--- config.mk ---
export PLATFORM = sky130hd
export DESIGN_NAME = mult_sequencer
export DESIGN_NICKNAME = d
export VERILOG_FILES = /design/src/rtl/mult_pkg.sv /design/src/rtl/booth_datapath.sv /design/src/rtl/mult_sequencer.sv
export SDC_FILE = /design/constraint.sdc
export NUM_CORES = 1
export LEC_CHECK = 0
export BUFFER_PORTS_ARGS = -buffer_cell sky130_fd_sc_hd__buf_2
export CORE_UTILIZATION = 58
export DETAILED_ROUTE_END_ITERATION = 8
export GPL_TIMING_DRIVEN = 0
export PLACE_DENSITY = 0.83
export SYNTH_ARGS = -nofsm -noshare
export SYNTH_HDL_FRONTEND = slang
export SYNTH_SLANG_ARGS = --single-unit
--- constraint.sdc ---
create_clock -name clk -period 3.9 [get_ports clk]
set_input_delay 0.195 -clock clk [delete_from_list [all_inputs] [get_ports clk]]
set_output_delay 0.195 -clock clk [all_outputs]
set_load 0.05 [all_outputs]
--- src/rtl/mult_pkg.sv ---
// ============================================================================
// Module : mult_pkg
// Brief  : Shared types and constants for the Booth multiplier sequencer.
// Rev    : 1.0
// ============================================================================
`default_nettype none

package mult_pkg;

    localparam int DEFAULT_WIDTH = 4;

    typedef enum logic [1:0] {
        IDLE = 2'd0,
        CALC = 2'd1,
        DONE = 2'd2
    } state_t;

    typedef enum logic [1:0] {
        NOP = 2'd0,
        ADD = 2'd1,
        SUB = 2'd2
    } booth_op_t;

    // Radix-2 Booth recoding of the current multiplier bit and the bit shifted out before it.
    function automatic booth_op_t booth_decode(input logic q0, input logic q_m1);
        case ({q0, q_m1})
            2'b01:   return ADD;
            2'b10:   return SUB;
            default: return NOP;
        endcase
    endfunction

endpackage

`default_nettype wire

--- src/rtl/booth_datapath.sv ---
// ============================================================================
// Module : booth_datapath
// Brief  : ACC/Q/q_m1/M registers with add/sub and arithmetic right shift.
// Rev    : 1.0
// ============================================================================
`default_nettype none

module booth_datapath
    import mult_pkg::*;
#(
    parameter int WIDTH = DEFAULT_WIDTH
) (
    input  logic               clk,
    input  logic               rst_n,
    input  logic               load,
    input  logic               step,
    input  booth_op_t          op,
    input  logic [WIDTH-1:0]   a,
    input  logic [WIDTH-1:0]   b,
    output logic               q_lsb,
    output logic               q_prev,
    output logic [2*WIDTH-1:0] prod_next
);

    logic [WIDTH:0]     acc;
    logic [WIDTH:0]     m;
    logic [WIDTH-1:0]   q;
    logic               q_m1;
    logic [WIDTH:0]     sum;
    logic [2*WIDTH+1:0] shifted;

    // shifted is {ACC, Q, q_m1} after the add/sub and one arithmetic right shift.
    always_comb begin
        sum = acc;
        case (op)
            ADD:     sum = acc + m;
            SUB:     sum = acc - m;
            default: sum = acc;
        endcase
        shifted = {sum[WIDTH], sum, q};
    end

    assign q_lsb     = q[0];
    assign q_prev    = q_m1;
    assign prod_next = shifted[2*WIDTH:1];

    always_ff @(posedge clk or negedge rst_n) begin
        if (!rst_n) begin
            acc  <= '0;
            m    <= '0;
            q    <= '0;
            q_m1 <= 1'b0;
        end else if (load) begin
            acc  <= '0;
            m    <= {a[WIDTH-1], a};
            q    <= b;
            q_m1 <= 1'b0;
        end else if (step) begin
            acc  <= shifted[2*WIDTH+1:WIDTH+1];
            q    <= shifted[WIDTH:1];
            q_m1 <= shifted[0];
        end
    end

endmodule

`default_nettype wire

--- src/rtl/mult_sequencer.sv ---
// ============================================================================
// Module : mult_sequencer
// Brief  : Sequences the signed Booth multiplier; registers product and status.
// Rev    : 1.0
// ============================================================================
`default_nettype none

module mult_sequencer
    import mult_pkg::*;
#(
    parameter int WIDTH = DEFAULT_WIDTH
) (
    input  logic               clk,
    input  logic               rst_n,
    input  logic               start,
    input  logic [WIDTH-1:0]   a,
    input  logic [WIDTH-1:0]   b,
    output logic               busy,
    output logic               done,
    output logic [2*WIDTH-1:0] prod,
    output logic [WIDTH-1:0]   a_lat,
    output logic [WIDTH-1:0]   b_lat
);

    localparam int COUNT_W = $clog2(WIDTH + 1);

    state_t             state;
    state_t             next_state;
    logic [COUNT_W-1:0] count;
    logic               load;
    logic               step;
    logic               last;
    booth_op_t          op;
    logic               q_lsb;
    logic               q_prev;
    logic [2*WIDTH-1:0] prod_next;

    assign op = booth_decode(q_lsb, q_prev);

    booth_datapath #(
        .WIDTH (WIDTH)
    ) u_datapath (
        .clk       (clk),
        .rst_n     (rst_n),
        .load      (load),
        .step      (step),
        .op        (op),
        .a         (a),
        .b         (b),
        .q_lsb     (q_lsb),
        .q_prev    (q_prev),
        .prod_next (prod_next)
    );

    always_comb begin
        next_state = state;
        load       = 1'b0;
        step       = 1'b0;
        last       = (count == COUNT_W'(1));
        case (state)
            IDLE: begin
                if (start) begin
                    load       = 1'b1;
                    next_state = CALC;
                end
            end
            CALC: begin
                step = 1'b1;
                if (last) begin
                    next_state = DONE;
                end
            end
            DONE:    next_state = IDLE;
            default: next_state = IDLE;
        endcase
    end

    // busy/done are registered from next_state so they align with the state they describe.
    always_ff @(posedge clk or negedge rst_n) begin
        if (!rst_n) begin
            state <= IDLE;
            count <= '0;
            busy  <= 1'b0;
            done  <= 1'b0;
            prod  <= '0;
            a_lat <= '0;
            b_lat <= '0;
        end else begin
            state <= next_state;
            busy  <= (next_state != IDLE);
            done  <= (next_state == DONE);
            if (load) begin
                count <= COUNT_W'(WIDTH);
                a_lat <= a;
                b_lat <= b;
            end else if (step) begin
                count <= count - COUNT_W'(1);
            end
            if (step && last) begin
                prod <= prod_next;
            end
        end
    end

endmodule

`default_nettype wire

==> flow_metrics.tcl <==
set metrics [dict create \
    reg2regPathDepth 9 \
    async_flop_share 1.00 \
    holdCritPathClass "in2reg" \
    cts_tree "yes" \
    cts_resized 0 \
    diodes 0 \
    h-tree-depth 2 \
    syn_avg_cell_area_um2 10.5 \
    setup_tns_ns 0 \
    place_inst 208 \
    yosysSeqAreaShare 0.508 \
    cts.clk_slew.worst_paths_ns 0.08 \
    cp_max_fo 4 \
    syn_nets 170 \
    crit_family "adder cells" \
    drv_cap 0 \
    finClkSkew_ns 0.00635 \
    grt_max_degree 33 \
    synth.cell_area_um2 1580 \
    utilization 0.714 \
    synth-edff-count 0 \
    io_pins 29 \
    post-route-period-util 0.654 \
    timing.fmax_mhz 392 \
    syn_inst 150 \
    ys_warn_count 0 \
    drcViolationCount 0 \
    hold_viol_final 0 \
    grt_usage 0.248 \
    yosys.cell_types.count 32 \
    crit_buf_inv 1 \
    core_um2 2520 \
    worstMarginPinSlew_ns 0.681 \
    cts_buffers 5 \
    dieArea_um2 2930 \
    grt-ovfl-total 0 \
    cts_root_buf "clkbuf_4" \
    syn_to_final_growth_pct 14.3 \
    slew_headroom 0.546 \
    routed_wl_um 2910 \
    synth_flop_cell "dfrtp_1" \
    path_cells "inv_1 > ha_1 > mux2_2 > fa_1 > nand2b_1 > a21oi_1 > xnor2_1 > mux2_2 > nand2_1" \
    clock-sinks 32 \
    dp_hpwl_um 2270 \
    grt_pass1_vias 1141 \
    worst_setup_path_start_kind "flop" \
    die_width_um 54.1 \
    antenna_found_initial 0 \
    dr.pass1.iters 4 \
    cpMostUsedCell "mux2_2" \
    via_per_inst 5.42 \
    route.detailed.wl_per_inst_um 13.6 \
    status "finished clean" \
    num_rows 18 \
    drtIter0Drc 16 \
    crit_type "reg2reg" \
    clock_path_buffers 2 \
    via_count 1160 \
    final_antenna_net_count 0 \
    start_util 0.625 \
    fin_nets 206 \
    crit_slowest_cell "fa_1" \
    cp.depth 9 \
    finalNonFillerCells 214 \
    drive_above_1_share 0.272 \
    grt_pass1_wl_um 4870 \
    hold_depth 3 \
    crit_required_ns 4.17 \
    fin_crit_ns 2.55 \
    slowest_delay_ns 0.43 \
    cp_data_arrival_time_ns 2.82 \
    slew_violations 0 \
    port_buffers 28 \
    finalSetupViolCount 0 \
    gp_congestion 0.752 \
    ys_ff_latch 32 \
    rsz0062_at_grt "no" \
    nFillCells 195 \
    insertion_delay_ns 0.32 \
    die_y_um 54.1 \
    critPathCaptureType "flop" \
]
==> worst paths after layout <==
| kind | slack [ns] | from | to |
|---|---|---|---|
| worst min-delay path | 0.09 | a[1] | u_datapath.m[1] |
| min in group asynchronous | 0.44 | rst_n | prod[5] |
| max in group asynchronous | 3.02 | rst_n | u_datapath.m[2] |
| worst min register to register | 0.50 | prod[1] | prod[1] |
| worst max-delay path | 1.35 | u_datapath.m[0] | prod[7] |
| worst max register to register | 1.35 | u_datapath.m[0] | prod[7] |
==> cells by family (layout without fill, tap and decap cells) <==
group | Yosys count | after routing | synth area share
DFF | 32 | 32 | 0.508
buffers and inverters | 15 | 49 | 0.0452
AOI/OAI and AO/OA | 30 | 30 | 0.106
adders and majority gates | 9 | 9 | 0.0762
and+or+nand+nor | 45 | 45 | 0.139
xor gates and xnor gates | 4 | 4 | 0.0222
muxes | 15 | 15 | 0.104
==> cells in the final DEF (no fill, tap or decap), types with 2 or more instances in the layout <==
master    instances
dfrtp_1          32
buf_2            28
nand2_1          15
nor2_1           14
o21ai_0          12
mux2_2           11
inv_1            10
a21oi_1          10
ha_1              8
clkbuf_4          5
and2_1            4
mux2i_1           4
xnor2_1           3
o22ai_1           3
nor2b_1           2
clkbuf_1          2
buf_4             2
nand2b_1          2
==> layout make-up <==
class                           instances  area, um^2  area share
Multi-Input combinational cell        103         704       0.391
Inverter                               10        37.5      0.0208
Clock buffer                            5        37.5      0.0208
Timing Repair Buffer                   29         150      0.0833
Tap cell                               30        37.5      0.0208
Buffer                                  5        33.8      0.0187
Sequential cell                        32         801       0.444
==> worst min-delay path, delay by kind of cell <==
kind            cells  cell delay [ns]
buf+inv             1             0.07
compound gates      1             0.07
simple gates        1             0.03
==> cells in the mapped netlist (3+ instances only) <==
library cell / n / share of area
o21ai_0: 12 / 0.038
and2_1: 4 / 0.016
mux2i_1: 4 / 0.025
inv_1: 10 / 0.024
dfrtp_1: 32 / 0.51
nor2_1: 14 / 0.033
o22ai_1: 3 / 0.012
nand2_1: 15 / 0.036
xnor2_1: 3 / 0.017
ha_1: 8 / 0.063
a21oi_1: 10 / 0.032
mux2_2: 11 / 0.079
==> repair_timing <==
action,in CTS,in global routing
endpoints found under the hold margin,32,0
setup buffers,0,0
hold buffers,1,0
==> per-layer routing <==
layer  GRT usage  up-vias  share of wire
met2       0.423       27           0.52
met1       0.287      548           0.42
met5           0        -              0
met3      0.0734       10          0.046
li1            -      575              -
met4       0.103        0          0.021
==> stage by stage <==
step,cell area [um^2],hold WS (ns),setup WS (ns)
finish,1800,0.0868,1.35
detailed placement,1750,0.279,1.36
global route,1800,0.0767,1.19
CTS,1800,0.0810,1.34
floorplan,1580,-0.101,1.25
global placement,1750,0.263,1.44
==> registers in the layout, summed over array words and instances, names as in the netlist <==
signal / flops
prod: 8
b_lat: 4
u_datapath.acc: 4
u_datapath.m: 4
u_datapath.q: 4
count: 3
state: 2
busy: 1
done: 1
u_datapath.q_prev: 1
Power is not shown: default switching activity piles up to over one toggle a cycle in this logic, so the estimate is an artifact.
